[src/rtl/ef_spi_slave_pkg.sv]
// Shared types and constants for the SPI responder core.
package ef_spi_slave_pkg;

    localparam int unsigned SYNC_STAGES   = 2;
    localparam int unsigned DW_DEF        = 8;
    localparam logic [7:0]  IDLE_WORD_DEF = 8'hFF;

    typedef enum logic {
        ST_IDLE   = 1'b0,
        ST_ACTIVE = 1'b1
    } state_t;

endpackage

[src/rtl/ef_spi_slave_sync.sv]
// Multi-flop synchroniser for one asynchronous pin, with a selectable reset value.
module ef_spi_slave_sync
    import ef_spi_slave_pkg::*;
#(
    parameter logic RST_VAL = 1'b0
) (
    input  logic i_clk,
    input  logic i_rst_n,
    input  logic i_d,
    output logic o_q
);

    logic [SYNC_STAGES-1:0] r_ff;

    always_ff @(posedge i_clk or negedge i_rst_n) begin
        if (!i_rst_n) begin
            r_ff <= {SYNC_STAGES{RST_VAL}};
        end else begin
            r_ff <= {r_ff[SYNC_STAGES-2:0], i_d};
        end
    end

    assign o_q = r_ff[SYNC_STAGES-1];

endmodule

[src/rtl/ef_spi_slave.sv]
// SPI responder: oversamples sclk/csb/mosi on clk, all four CPOL/CPHA modes, MSB first,
// with a one-entry transmit holding register.
module ef_spi_slave
    import ef_spi_slave_pkg::*;
#(
    parameter int unsigned   DW        = DW_DEF,
    parameter logic [DW-1:0] IDLE_WORD = DW'(IDLE_WORD_DEF)
) (
    input  logic          i_clk,
    input  logic          i_rst_n,
    input  logic          i_cpol,
    input  logic          i_cpha,
    input  logic          i_sclk,
    input  logic          i_csb,
    input  logic          i_mosi,
    output logic          o_miso,
    output logic          o_miso_oe,
    input  logic [DW-1:0] i_tx_data,
    input  logic          i_tx_valid,
    output logic          o_tx_ready,
    output logic [DW-1:0] o_rx_data,
    output logic          o_rx_valid,
    output logic          o_tx_underrun,
    output logic          o_frame_err,
    output logic          o_busy
);

    localparam int unsigned CW = $clog2(DW);
    localparam int unsigned WW = $clog2(SYNC_STAGES + 1);

    logic w_sclk_s, w_csb_s, w_mosi_s;

    ef_spi_slave_sync #(.RST_VAL(1'b0)) u_sync_sclk (.i_clk(i_clk), .i_rst_n(i_rst_n), .i_d(i_sclk), .o_q(w_sclk_s));
    ef_spi_slave_sync #(.RST_VAL(1'b1)) u_sync_csb  (.i_clk(i_clk), .i_rst_n(i_rst_n), .i_d(i_csb),  .o_q(w_csb_s));
    ef_spi_slave_sync #(.RST_VAL(1'b0)) u_sync_mosi (.i_clk(i_clk), .i_rst_n(i_rst_n), .i_d(i_mosi), .o_q(w_mosi_s));

    state_t          r_state, w_state_nxt;
    logic            r_sclk_d, r_csb_d;
    logic [WW-1:0]   r_warm, w_warm_nxt;
    logic            r_armed, w_armed_nxt;
    logic            r_cpol, w_cpol_nxt, r_cpha, w_cpha_nxt;
    logic [CW-1:0]   r_bitcnt, w_bitcnt_nxt;
    logic [DW-1:0]   r_rx_shift, w_rx_shift_nxt, r_tx_shift, w_tx_shift_nxt;
    logic [DW-1:0]   r_hold, w_hold_nxt, r_rx_data, w_rx_data_nxt;
    logic            r_hold_full, w_hold_full_nxt;
    logic            r_rx_valid, w_rx_valid_nxt, r_underrun, w_underrun_nxt;
    logic            r_frame_err, w_frame_err_nxt;
    logic            w_load, w_hs, w_warm_done;
    logic            w_sclk_edge, w_lead, w_trail, w_sample, w_shift, w_csb_fall, w_csb_rise;
    logic [DW-1:0]   w_rx_word;

    assign w_sclk_edge = w_sclk_s ^ r_sclk_d;
    assign w_lead      = w_sclk_edge & (w_sclk_s ^ r_cpol);
    assign w_trail     = w_sclk_edge & ~(w_sclk_s ^ r_cpol);
    assign w_sample    = r_cpha ? w_trail : w_lead;
    assign w_shift     = r_cpha ? w_lead : w_trail;
    assign w_csb_fall  = ~w_csb_s & r_csb_d;
    assign w_csb_rise  = w_csb_s & ~r_csb_d;
    assign w_hs        = i_tx_valid & ~r_hold_full;
    assign w_rx_word   = {r_rx_shift[DW-2:0], w_mosi_s};
    // Synchroniser reset values are not real pin levels; only arm once they have flushed.
    assign w_warm_done = (r_warm == WW'(SYNC_STAGES));

    always_comb begin
        w_state_nxt     = r_state;
        w_warm_nxt      = w_warm_done ? r_warm : r_warm + WW'(1);
        w_armed_nxt     = r_armed | (w_warm_done & w_csb_s);
        w_cpol_nxt      = r_cpol;
        w_cpha_nxt      = r_cpha;
        w_bitcnt_nxt    = r_bitcnt;
        w_rx_shift_nxt  = r_rx_shift;
        w_tx_shift_nxt  = r_tx_shift;
        w_hold_nxt      = r_hold;
        w_hold_full_nxt = r_hold_full;
        w_rx_data_nxt   = r_rx_data;
        w_rx_valid_nxt  = 1'b0;
        w_underrun_nxt  = 1'b0;
        w_frame_err_nxt = 1'b0;
        w_load          = 1'b0;

        case (r_state)
            ST_IDLE: begin
                if (w_csb_fall && r_armed) begin
                    w_cpol_nxt   = i_cpol;
                    w_cpha_nxt   = i_cpha;
                    w_bitcnt_nxt = '0;
                    w_load       = 1'b1;
                    w_state_nxt  = ST_ACTIVE;
                end
            end
            ST_ACTIVE: begin
                if (w_csb_rise) begin
                    w_state_nxt     = ST_IDLE;
                    w_frame_err_nxt = (r_bitcnt != '0);
                    w_bitcnt_nxt    = '0;
                end else if (w_sample) begin
                    w_rx_shift_nxt = w_rx_word;
                    if (r_bitcnt == CW'(DW - 1)) begin
                        w_rx_data_nxt  = w_rx_word;
                        w_rx_valid_nxt = 1'b1;
                        w_bitcnt_nxt   = '0;
                        w_load         = 1'b1;
                    end else begin
                        w_bitcnt_nxt = r_bitcnt + CW'(1);
                    end
                end else if (w_shift && r_bitcnt != '0) begin
                    w_tx_shift_nxt = {r_tx_shift[DW-2:0], 1'b0};
                end
            end
            default: w_state_nxt = ST_IDLE;
        endcase

        // Handshake and load never both touch the holding register: one needs it empty, the other full.
        if (w_hs) begin
            w_hold_nxt      = i_tx_data;
            w_hold_full_nxt = 1'b1;
        end
        if (w_load) begin
            if (r_hold_full) begin
                w_tx_shift_nxt  = r_hold;
                w_hold_full_nxt = 1'b0;
            end else begin
                w_tx_shift_nxt = IDLE_WORD;
                w_underrun_nxt = 1'b1;
            end
        end
    end

    always_ff @(posedge i_clk or negedge i_rst_n) begin
        if (!i_rst_n) begin
            r_state     <= ST_IDLE;
            r_sclk_d    <= 1'b0;
            r_csb_d     <= 1'b1;
            r_warm      <= '0;
            r_armed     <= 1'b0;
            r_cpol      <= 1'b0;
            r_cpha      <= 1'b0;
            r_bitcnt    <= '0;
            r_rx_shift  <= '0;
            r_tx_shift  <= '0;
            r_hold      <= '0;
            r_hold_full <= 1'b0;
            r_rx_data   <= '0;
            r_rx_valid  <= 1'b0;
            r_underrun  <= 1'b0;
            r_frame_err <= 1'b0;
        end else begin
            r_state     <= w_state_nxt;
            r_sclk_d    <= w_sclk_s;
            r_csb_d     <= w_csb_s;
            r_warm      <= w_warm_nxt;
            r_armed     <= w_armed_nxt;
            r_cpol      <= w_cpol_nxt;
            r_cpha      <= w_cpha_nxt;
            r_bitcnt    <= w_bitcnt_nxt;
            r_rx_shift  <= w_rx_shift_nxt;
            r_tx_shift  <= w_tx_shift_nxt;
            r_hold      <= w_hold_nxt;
            r_hold_full <= w_hold_full_nxt;
            r_rx_data   <= w_rx_data_nxt;
            r_rx_valid  <= w_rx_valid_nxt;
            r_underrun  <= w_underrun_nxt;
            r_frame_err <= w_frame_err_nxt;
        end
    end

    assign o_miso        = r_tx_shift[DW-1];
    assign o_miso_oe     = (r_state == ST_ACTIVE);
    assign o_busy        = (r_state == ST_ACTIVE);
    assign o_tx_ready    = ~r_hold_full;
    assign o_rx_data     = r_rx_data;
    assign o_rx_valid    = r_rx_valid;
    assign o_tx_underrun = r_underrun;
    assign o_frame_err   = r_frame_err;

endmodule

[config.mk]
export PLATFORM = sky130hd
export DESIGN_NAME = ef_spi_slave
export DESIGN_NICKNAME = d
export VERILOG_FILES = /design/src/rtl/ef_spi_slave_pkg.sv /design/src/rtl/ef_spi_slave_sync.sv /design/src/rtl/ef_spi_slave.sv
export SDC_FILE = /design/constraint.sdc
export NUM_CORES = 1
export LEC_CHECK = 0
export ABC_AREA = 1
export BUFFER_PORTS_ARGS = -buffer_cell sky130_fd_sc_hd__buf_2
export CORE_MARGIN = 2
export CORE_UTILIZATION = 50
export CTS_CLUSTER_DIAMETER = 100
export DETAILED_ROUTE_END_ITERATION = 8
export GPL_TIMING_DRIVEN = 1
export MAX_ROUTING_LAYER = met4
export PLACE_DENSITY = 0.74
export SLEW_MARGIN = 5
export SYNTH_ARGS = -nofsm -noshare
export SYNTH_HDL_FRONTEND = slang
export SYNTH_SLANG_ARGS = --single-unit
[constraint.sdc]
create_clock -name i_clk -period 1.3 [get_ports i_clk]
set_input_delay 0.26 -clock i_clk [delete_from_list [all_inputs] [get_ports i_clk]]
set_output_delay 0.26 -clock i_clk [all_outputs]
set_load 0.03 [all_outputs]
==> key figures <==
Power and ir drop
  – Reg power frac: 47.2%
  – Leak: between 1 and 1.5 nW
  – PD cells: 1670 nW/um^2
  – Clock share of power: between 10% and 20%
  – Internal power: 0.00318 W
  – Switching part of the total power: 33.1%
  – Net Sw Power: between 0.0015 and 0.002 W
  – Combinational power share: 33.3%
  – IR drop worst, VDD: about 1.1 mV

Timing
  – Final Slew Violations: 0
  – Hold violation count in the final report: 0
  – # setup viols final: 31
  – Unrepaired setup endpoints after global routing: yes
  – Final Cycle Share: 115%
  – Setup WS post-layout: -0.198 ns
  – Clock Skew: about 0.0037 ns
  – Slew at the pin closest to its max-slew limit: about 0.27 ns
  – Slew HR: 81.8%
  – Fmax: between 600 and 700 MHz
  – Min Tclk post-route: 1.50 ns

Synth
  – Area leader, netlist: dfrtp_1
  – Synth Register Bits: 52
  – Synth top area share: between 50% and 60%
  – Share of async-settable or async-resettable flops after synthesis: 100%
  – Post-synthesis cell type count: 27
  – Top cells by area, synth: dfrtp_1, nand2_1, o21ai_0, dfstp_2, mux2_2
  – Post-synthesis area per instance: 9.48 sq um
  – Synth top cells by count: nand2_1, dfrtp_1, inv_1
  – Sequential share of the synthesized area: ~60%
  – Mapped Cells: roughly 230
  – Number of synthesized flops with an enable pin: 0
  – Post-Synthesis Cell Area: 2190 sq um
  – Top FF cell, synth: dfrtp_1
  – Net Count, Synth: about 250
  – Yosys warnings: 0
  – Most frequent cell after synthesis: nand2_1

Global routing
  – Global-route wire length before repair: roughly 6500 um
  – Largest net degree at the start of global routing: 53
  – Total GRT Usage: 17.5%
  – Total gr overflow: 0
  – Initial antenna violation count: 0
  – Vias in the first global route: 1529

Critical path
  – Crit end category: flip-flop
  – Worst Path Arrival: between 1.5 and 2 ns
  – Crit start category: flip-flop
  – Largest stage delay, worst path: around 0.44 ns
  – Crit path cell chain: inv_2, nand2_2, nand2_4, nand3_4, nand2_4, nand3_4, nand3_4, nand2_4, inv_6, nand2_2, nand2_1
  – Worst setup path class: reg2reg
  – Critical Path Fanout Max: 7
  – Critical path's slowest cell: dfrtp_1
  – Req. time, crit path: around 1.5 ns

Routing
  – Pre-Repair DR Iteration Count: 4
  – Final WL: between 4000 and 5000 um
  – DRT iter0 DRCs: 58
  – DRC viols: 0
  – Wire per inst: about 12 um
  – Post-route ant nets: 0
  – Post-DR vias/cell: just under 5
  – Total number of vias: 1673

Clock tree
  – Root buffer cell: clkbuf_8
  – Clock Path Buffers: 2
  – Clk sink count: 52
  – H-tree levels: 2
  – Later-pin clock latency in the skew report: 0.30 ns
  – CTS tree: yes
  – Clock-pin slew on the worst setup and hold paths: about 0.09 ns
  – Cts bufs inserted: 5

Placement
  – Post-Place Cells: about 320
  – Port Buffers: 30
  – Half-perimeter wire length after placement: between 2000 and 3000 um
  – RD Place Congestion: just over 0.8

Floorplan
  – Top Ports: 31
  – Row count: 24
  – Die area: 4920 sq um
  – Initial Util: roughly 51%
  – DIE WIDTH: roughly 70 um
  – Die Ht: approximately 70 um
  – Placeable core area: 4290 sq um

Finish
  – Layout cells sized above 1: 39.9%
  – P&R area growth vs syn: 30.2%
  – # diodes: 0
  – Sequential Area: 1310 sq um
  – Fill count: approximately 360
  – Footprint of the multi-input gates: 921 sq um
  – Fin cells: between 300 and 400
  – Final Util: about two thirds
  – Nets: 310

Outcome
  – Status: complete, but fails checks
  – Failing checks: setup timing

Flow run
  – Max-cap violations: 0

Hold path
  – Worst min path class: in2reg
repair_timing:
action,CTS,global route
pin swaps,6,13
cloned,2,3
resized for setup,17,30
hold buffers,1,0
hold endpoints to repair,49,0
endpoints found under the setup margin,30,32
setup buffers,1,5
metrics by stage:
step	setup WS (ns)	setup TNS [ns]	instance area, sq um	hold WS (ns)	total power [W]
2_1_floorplan	-0.0752	-0.499	2220	-0.0356	0.00311
3_3_place_gp	-0.130	-2.28	2520	0.270	0.00348
3_5_place_dp	-0.220	-4.40	2520	0.270	0.00353
4_1_cts	-0.170	-2.88	2710	0.0344	0.00456
5_1_grt	-0.277	-5.97	2850	0.0308	0.00509
6_report	-0.198	-3.69	2850	0.0453	0.00476
per-layer routing:
layer	track usage, %	share of wire [%]	up-vias
met5	-	0	-
met4	8.33	2.0	0
met3	4.04	3.7	7
met2	27.8	48	37
met1	21.4	46	782
li1	-	-	847
worst max-delay path, delay by kind of cell (launching register included):
family | cells | cell delay [ns]
buf+inv | 2 | 0.19
flops | 1 | 0.44
simple gates | 9 | 0.81
area by class of cell:
| class | count | share of cell area, % |
|---|---|---|
| inverter | 23 | 3.29 |
| timing repair buffer | 53 | 12.7 |
| tap | 52 | 2.28 |
| multi-input combinational | 154 | 32.3 |
| clock inverter | 1 | 0.263 |
| sequential | 52 | 45.9 |
| timing repair inverter | 1 | 0.263 |
| clock buffer | 7 | 3.03 |
state kept, by name, indices dropped and copies added (netlist names):
| signal | flops |
|---|---|
| o_rx_data | 8 |
| r_hold | 8 |
| r_tx_shift | 8 |
| r_rx_shift | 7 |
| r_bitcnt | 3 |
| r_warm | 2 |
| u_sync_csb.r_ff | 2 |
| u_sync_mosi.r_ff | 2 |
| u_sync_sclk.r_ff | 2 |
| o_busy | 1 |
| o_frame_err | 1 |
| o_rx_valid | 1 |
| o_tx_underrun | 1 |
| r_armed | 1 |
| r_cpha | 1 |
| r_cpol | 1 |
| r_csb_d | 1 |
| r_hold_full | 1 |
| r_sclk_d | 1 |
power groups by stage:
stage	logic [W]	clock network, W	registers (W)
after CTS	0.00139	0.000964	0.00221
after floorplan	0.000874	0	0.00224
after global placement	0.00126	0	0.00222
final	0.00158	0.000930	0.00224
after detailed placement	0.00129	0	0.00224
after global routing	0.00177	0.00103	0.00229
final timing paths:
kind / startpoint / endpoint / slack, ns / depth (start not counted)
worst max-delay path: u_sync_sclk.r_ff[1] / r_tx_shift[7] / -0.20 / 11
worst min-delay path: i_csb / u_sync_csb.r_ff[0] / 0.05 / 1
worst max register to register: u_sync_sclk.r_ff[1] / r_tx_shift[7] / -0.20 / 11
worst min register to register: u_sync_mosi.r_ff[0] / u_sync_mosi.r_ff[1] / 0.36 / 0
max in group asynchronous: i_rst_n / r_csb_d / 0.56 / 3
min in group asynchronous: i_rst_n / r_warm[0] / 0.46 / 3
layout by cell type, fill, tap and decap left out, types with 3 or more instances in the layout:
cell,n
a21oi_1,6
buf_2,29
buf_4,17
buf_6,4
clkbuf_8,6
dfrtp_1,47
dfstp_2,3
inv_1,16
inv_2,5
mux2_2,7
nand2_1,70
nand2_2,13
nand2_4,4
nand3_1,9
nand3_4,4
nor2_1,4
o21ai_0,10
o21ai_1,7
or2_2,6
cells by family (layout without fill, tap and decap cells):
family | after synthesis | after routing | synth area share [%]
adders and majority gates | 4 | 4 | 2.29
buffers and inverters | 28 | 85 | 5.54
xor gates and xnor gates | 1 | 1 | 0.400
DFF | 52 | 52 | 59.6
and+or+nand+nor | 114 | 117 | 22.9
muxes | 7 | 7 | 3.60
AOI/OAI and AO/OA | 25 | 25 | 5.71
No activity file was read; power rests on OpenSTA's default activity.
